===== src/rtl/desp_multiciclo.sv =====
// Multi-cycle SLL/SRL/SRA shifter, STEP bits per clock, with a start/busy/done handshake.
// Optional macro DESP_ROTATE_EN turns op=01 into ROTR; without it op=01 behaves as SRL.
//
//   state | meaning
//   IDLE  | waiting for start; y holds the last result
//   SHIFT | shifting y by min(rem, STEP) each edge; busy=1
//   DONE  | one-cycle result-valid pulse; a new start is accepted here too
module desp_multiciclo #(
  parameter int WIDTH   = 32,
  parameter int SHAMT_W = $clog2(WIDTH),
  parameter int STEP    = 1
) (
  input  logic               clk,
  input  logic               rst_n,
  input  logic               start,
  input  logic [1:0]         op,
  input  logic [WIDTH-1:0]   a,
  input  logic [SHAMT_W-1:0] shamt,
  output logic               busy,
  output logic               done,
  output logic [WIDTH-1:0]   y
);

  typedef enum logic [1:0] {S_IDLE, S_SHIFT, S_DONE} state_t;

  localparam logic [SHAMT_W:0] STEP_C = (SHAMT_W+1)'(STEP);

  state_t             state_q, state_d;
  logic [WIDTH-1:0]   y_d;
  logic [SHAMT_W-1:0] rem_q, rem_d;
  logic [1:0]         op_q, op_d;
  logic               sign_q, sign_d;
  logic [SHAMT_W:0]   step_amt;
  logic [WIDTH-1:0]   fill_mask;
  logic [WIDTH-1:0]   shifted;

`ifdef DESP_ROTATE_EN
  localparam logic [SHAMT_W:0] WIDTH_C = (SHAMT_W+1)'(WIDTH);
  logic [SHAMT_W:0] rot_amt;
  assign rot_amt = WIDTH_C - step_amt;
`endif

  // Extra bit on step_amt so STEP=WIDTH is representable.
  assign step_amt  = ({1'b0, rem_q} < STEP_C) ? {1'b0, rem_q} : STEP_C;
  assign fill_mask = ~({WIDTH{1'b1}} >> step_amt);

  always_comb begin
    shifted = y >> step_amt;
    case (op_q)
      2'b00: shifted = y << step_amt;
      2'b11: shifted = (y >> step_amt) | (sign_q ? fill_mask : '0);
`ifdef DESP_ROTATE_EN
      2'b01: shifted = (y >> step_amt) | (y << rot_amt);
`endif
      default: shifted = y >> step_amt;
    endcase
  end

  always_comb begin
    state_d = state_q;
    y_d     = y;
    rem_d   = rem_q;
    op_d    = op_q;
    sign_d  = sign_q;
    case (state_q)
      S_SHIFT: begin
        y_d   = shifted;
        rem_d = rem_q - step_amt[SHAMT_W-1:0];
        if ({1'b0, rem_q} == step_amt) state_d = S_DONE;
      end
      default: begin
        if (start) begin
          y_d     = a;
          rem_d   = shamt;
          op_d    = op;
          sign_d  = a[WIDTH-1];
          state_d = (shamt != '0) ? S_SHIFT : S_DONE;
        end else begin
          state_d = S_IDLE;
        end
      end
    endcase
  end

  always_ff @(posedge clk or negedge rst_n) begin
    if (!rst_n) begin
      state_q <= S_IDLE;
      y       <= '0;
      rem_q   <= '0;
      op_q    <= '0;
      sign_q  <= 1'b0;
    end else begin
      state_q <= state_d;
      y       <= y_d;
      rem_q   <= rem_d;
      op_q    <= op_d;
      sign_q  <= sign_d;
    end
  end

  assign busy = (state_q == S_SHIFT);
  assign done = (state_q == S_DONE);

endmodule

===== config.mk =====
export PLATFORM = sky130hd
export DESIGN_NAME = desp_multiciclo
export DESIGN_NICKNAME = d
export VERILOG_FILES = /design/src/rtl/desp_multiciclo.sv
export SDC_FILE = /design/constraint.sdc
export NUM_CORES = 1
export LEC_CHECK = 0
export BUFFER_PORTS_ARGS = -buffer_cell sky130_fd_sc_hd__buf_2
export CAP_MARGIN = 10
export CORE_MARGIN = 8
export CORE_UTILIZATION = 55
export CTS_BUF_LIST = sky130_fd_sc_hd__clkbuf_16
export CTS_CLUSTER_SIZE = 8
export DETAILED_ROUTE_END_ITERATION = 12
export PLACE_DENSITY = 0.84
export SLEW_MARGIN = 20
export SYNTH_ARGS = -nofsm -noshare
export SYNTH_HDL_FRONTEND = slang
export SYNTH_SLANG_ARGS = --single-unit

===== constraint.sdc =====
create_clock -name clk -period 3.5 [get_ports clk]
set_clock_uncertainty 0.15 [all_clocks]
set_input_delay 0.35 -clock clk [delete_from_list [all_inputs] [get_ports clk]]
set_output_delay 0.35 -clock clk [all_outputs]
set_load 0.02 [all_outputs]

; ---- Word level (Yosys, flattened, before mapping)
; Index checks and enable logic that the tools add are counted.
[op_classes]
n_addsub = 1
mul = 0
n_div = 0
order_cmp = 1
eq_ne = 5
shift = 3
muxes = 11
bitwise_logic = 3
reduce_logical = 4
[ops]
columns = cell, n
row1 = 2-to-1 mux 32 bit, 3
row2 = one-hot mux 32 bit (2 select lines), 1
row3 = inverter 32 bit, 1
row4 = bitwise OR 32 bit, 1
row5 = left shift 32 x 5 -> 32 bit, 1
row6 = >> shifter 32 x 5 -> 32 bit, 1
row7 = ">> shifter 32 x 5 -> 32 bit, first input constant", 1
row8 = 2-to-1 mux 5 bit, 3
row9 = 2-to-1 mux 2 bit, 4
row10 = == test 5 bit, 1
row11 = "< comparator 5 x 1 -> 1 bit, second input constant", 1
row12 = nonzero test 5 bit, 1
row13 = subtractor 5 bit, 1
row14 = "== test 2 bit, second input constant", 2
row15 = "== test 2 x 1 -> 1 bit, second input constant", 1
row16 = zero test 2 bit, 1
row17 = "!= test 2 x 1 -> 1 bit, second input constant", 1
row18 = AND reduction 2 bit, 1
row19 = nonzero test 2 bit, 1
row20 = inverter 1 bit, 1
[totals]
register_bits = 42
latch_bits = 0
ram_bits = 0
mem_bits_ro = 0
inputBits = 42
output_inout_bits = 34
word_cells = 33
n_memories = 0

; ---- Depth between registers and ports, before layout
[depth]
depth_word = 8
depth_mapped = 7
depth_no_buf = 7

; ---- Worst setup path before layout
; No wires, ideal clock.
[synth_path]
path_kind = register to register
startpoint = reg op_q[0]
endpoint = reg y[5]
setup_time_ns = 0.129
arrival_time_ns = 1.565
required_time_ns = 3.221
setup_slack_ns = 1.656
path_stages_with_launch = 8
path_buffers = 2
synth_period_minus_slack_ns = 1.844
cell_sequence = dfrtp_1 > inv_1 > ha_1 > or2_1 > clkbuf_1 > buf_2 > a221oi_1 > nor3_2
[synth_via]
elab_chain_cells = 3
word_cells_on_any_way = 4
classes_between = 1 x eq/ne / 2 x mux / 1 x reduce/logical
[synth_rtl]
columns = element, line_no
row1 = start: declaration, 31  ; logic [1:0] op_q, op_d;
row2 = start signal: assignment, 96  ; op_q <= op_d;
row3 = == test 2 bit / zero test 2 bit (equally long branches), 49  ; case (op_q)
row4 = one-hot mux 32 bit (2 select lines) (*), 49
row5 = 2-to-1 mux 32 bit (*), 65  ; case (state_q)
row6 = end signal: assignment, 94  ; y <= y_d;
row7 = end: declaration, 21  ; output logic [WIDTH-1:0] y
; Every way passes the cells marked *; elsewhere a longest branch is shown, timed or not.
; A chain may end at the register's enable or synchronous reset.

; ---- Worst setup path in the final report
[layout_path]
startpoint = reg rem_q[4]
endpoint = reg y[9]
[layout_via]
elab_chain_cells = 8
word_cells_on_any_way = 10
classes_between = 1 x order compare / 3 x shift / 4 x mux / 2 x bitwise
[layout_rtl]
columns = element, line_no
row1 = start: declaration, 30  ; logic [SHAMT_W-1:0] rem_q, rem_d;
row2 = start signal: assignment, 95  ; rem_q <= rem_d;
row3 = < comparator 5 x 1 -> 1 bit, 44  ; assign step_amt = ({1'b0, rem_q} < STEP_C) ? {1'b0, rem_q} : STEP_C;
row4 = 2-to-1 mux 5 bit (*), 44
row5 = >> shifter 32 x 5 -> 32 bit, 45  ; assign fill_mask = ~({WIDTH{1'b1}} >> step_amt);
row6 = inverter 32 bit, 45
row7 = 2-to-1 mux 32 bit, 51  ; 2'b11: shifted = (y >> step_amt) | (sign_q ? fill_mask : '0);
row8 = bitwise OR 32 bit, 51
row9 = one-hot mux 32 bit (2 select lines) (*), 49
row10 = 2-to-1 mux 32 bit (*), 65
; Marked as above.

==> metrics.md <==
| Metric | Value |
|---|---|
| RSZ-0062 raised after global routing | false |
| Sink Count | 42 |
| Vias per Instance | 6.33 |
| Clock root buffer | clkbuf_16 |
| Clk buf depth | 2 |
| P per Cell Area | 1250 nW/µm² |
| Pin count of the biggest net entering global routing | 43 |
| DRT antenna net count | 0 |
| Yosys cell types | 32 |
| Worst endpoint data arrival time | approximately 2500 ps |
| Fin crit period | between 2000 and 2500 ps |
| Max Freq | between 400 and 500 MHz |
| Synthesized area per cell | between 9 and 10 µm² |
| CTS resizes | 0 |
| Yosys reg bits | 42 |
| Antenna cell count | 0 |
| Power Total | between 3 and 4 mW |
| Placed instance area | about 2800 µm² |
| # fillers | 346 |
| Met2 usage in global routing | 0.318 |
| Most Used Layer, Global Route | met2 |
| Final WS setup | roughly 1100 ps |
| Synth Flop Type | dfrtp_1 |
| Pre-CTS setup slack | roughly 1100 ps |
| Endpoints failing hold | 0 |
| Synth Cell Area | approximately 2400 µm² |
| # hold bufs at CTS | 0 |
| Worst ir drop on vdd | just under 0.6 mV |
| Post-synth top area cell | dfrtp_1 |
| Ys async rst share | 1.00 |
| EDFF count, synth | 0 |
| GRT overflow | 0 |
| Commonest non-fill, non-tap cell in the layout | buf_2 |
| Worst hold path class | input port to asynchronous set/reset pin |
| Vias in the first global route | ~2.3k |
| Setup CP Type | flip-flop to flip-flop |
| Commonest non-fill, non-tap cells in the layout | buf_2 (75), dfrtp_1 (42), nor2_1 (35) |
| Warnings, synthesis | 0 |
| DRC Markers | 0 |
| Headroom to the max-slew limit | 0.244 |
| Synth top area share | 0.435 |
| Inst Count DP | 360 |
| Post-Synthesis Cells | 252 |
| Worst-Skew Late Latency | around 280 ps |
| Least-Margin Pin Slew | 1130 ps |
| Nets | roughly 360 |
| Final setup vio count | 0 |
| Via count | roughly 2.3k |
| First-pass GRT wire length | about 11000 µm |
| Die Area | ~6800 µm² |
| Initial Utilization | 0.563 |
| Hpwl dp | between 4000 and 5000 µm |
| Syn nets | a little under 300 |
| Worst setup SP type | flip-flop |
| Port-buffer cells | 75 |
| Final Cycle Share | 0.697 |
| Status | completed |
| Post-synthesis sequential area ratio | 0.435 |
| Ports | 76 |
| Non-filler cells in the finished layout | ~370 |
| Die Y | between 80 and 90 µm |
| Setup TNS | 0 ps |
| Pleak | between 1 and 1.5 nW |
| FP Rows | 24 |
| MaxCap Viol Count | 0 |
| DRT iter0 DRCs | 134 |
| CTS tree | yes |
| Wire length per cell | ~18 µm |
| Initial antenna violation count | 0 |
| H-tree Lvls | 2 |
| GR Util met1 | 0.265 |
| Gr usage total | 0.199 |
| Overall die width | 82.3 µm |
| CP max FO | 30 |
| Largest cells by area after synthesis | dfrtp_1 (43%), nor3_2 (12%), a221oi_1 (11%), a21oi_1 (6.8%), nor2_1 (5.4%) |
| Cts bufs inserted | 5 |
| Clock-pin slew on the worst setup and hold paths | roughly 60 ps |
| Worst EP required | approximately 3600 ps |
| Final WL | 6550 µm |
| Met3 Usage GRT | 0.0509 |
| Max-slew violation count | 0 |
| GPL Wtd Cong | about 0.84 |
| Postcts setup bufs | 0 |
| Area grow syn2layout | 20.1% |
| Worst setup EP type | flip-flop |
| DR pass1 iterations | 5 |
| Share of cells above drive strength 1 | 0.382 |
| Final instance area | around 2900 µm² |
| Core ar. | between 4000 and 5000 µm² |
## state kept, by name, indices dropped and copies added (netlist names)
name / count
y: 32
rem_q: 5
op_q: 2
state_q: 2
sign_q: 1
## Yosys cell counts, drive strengths merged, types with 2 or more instances
library cell  number
a211oi             2
ha                 4
and2               2
nor3              34
nand2b             2
nor2b              4
inv                5
a221oi            31
or2                2
nand3              2
o211ai             3
nand2             12
buf               10
o21ai              6
clkbuf            12
mux2i              2
a21oi             33
dfrtp             42
nor2              35
## power by group
group / switching, mW / internal, mW
Sequential: 0.262 / 0.757
Clock: 0.173 / 0.254
Combinational: 1.33 / 0.865
## per-stage QoR
| stage | utilization | hold WS (ps) |
|---|---|---|
| after floorplan | - | -95.6 |
| after global placement | 0.645 | 311 |
| after detailed placement | 0.645 | 316 |
| after CTS | 0.675 | 99.6 |
| after global routing | 0.676 | 130 |
| final | 0.676 | 67.9 |
## cell families (layout without fill, tap and decap cells)
kind of cell,count (synthesis),in the layout,share of synthesized area
simple gates,96,96,0.246
mux,2,2,0.00828
fa+ha+maj,4,4,0.0207
compound gates,81,81,0.236
buf+inv,27,89,0.0549
flops,42,42,0.435
## critical path, cell delays in order (launching register included)
cell      delay, ps
dfrtp_1         410
or3_4           430
o31ai_4         970
a221oi_1        180
nor3_2          210
## per-layer routing
metal / part of all wire / up-vias / routed length (µm)
li1: - / 1069 / -
met1: 0.42 / 1130 / 2730
met2: 0.49 / 108 / 3180
met3: 0.088 / 8 / 579
met4: 0.0081 / 0 / 53
met5: 0 / - / 0
## final timing paths
kind / startpoint / to / slack (ps) / depth (start not counted)
setup / recovery: rem_q[4] / y[9] / 1060 / 4
hold / removal: rst_n / rem_q[0] / 70 / 1
setup reg to reg: rem_q[4] / y[9] / 1060 / 4
hold reg to reg: sign_q / sign_q / 340 / 2
max in group asynchronous: rst_n / y[4] / 2550 / 1
min in group clk: op[1] / op_q[1] / 130 / 3
## final cells by class
type,instances,area (µm²),share of cell area
clock inverters,1,3.75,0.00129
flip-flops and latches,42,1050,0.362
clock buffers,5,125,0.0431
repair buffers,78,398,0.137
well taps,52,65.1,0.0224
multi-input cells,183,1240,0.428
inverters,5,18.8,0.00647
(Power assumes the default switching activity.)
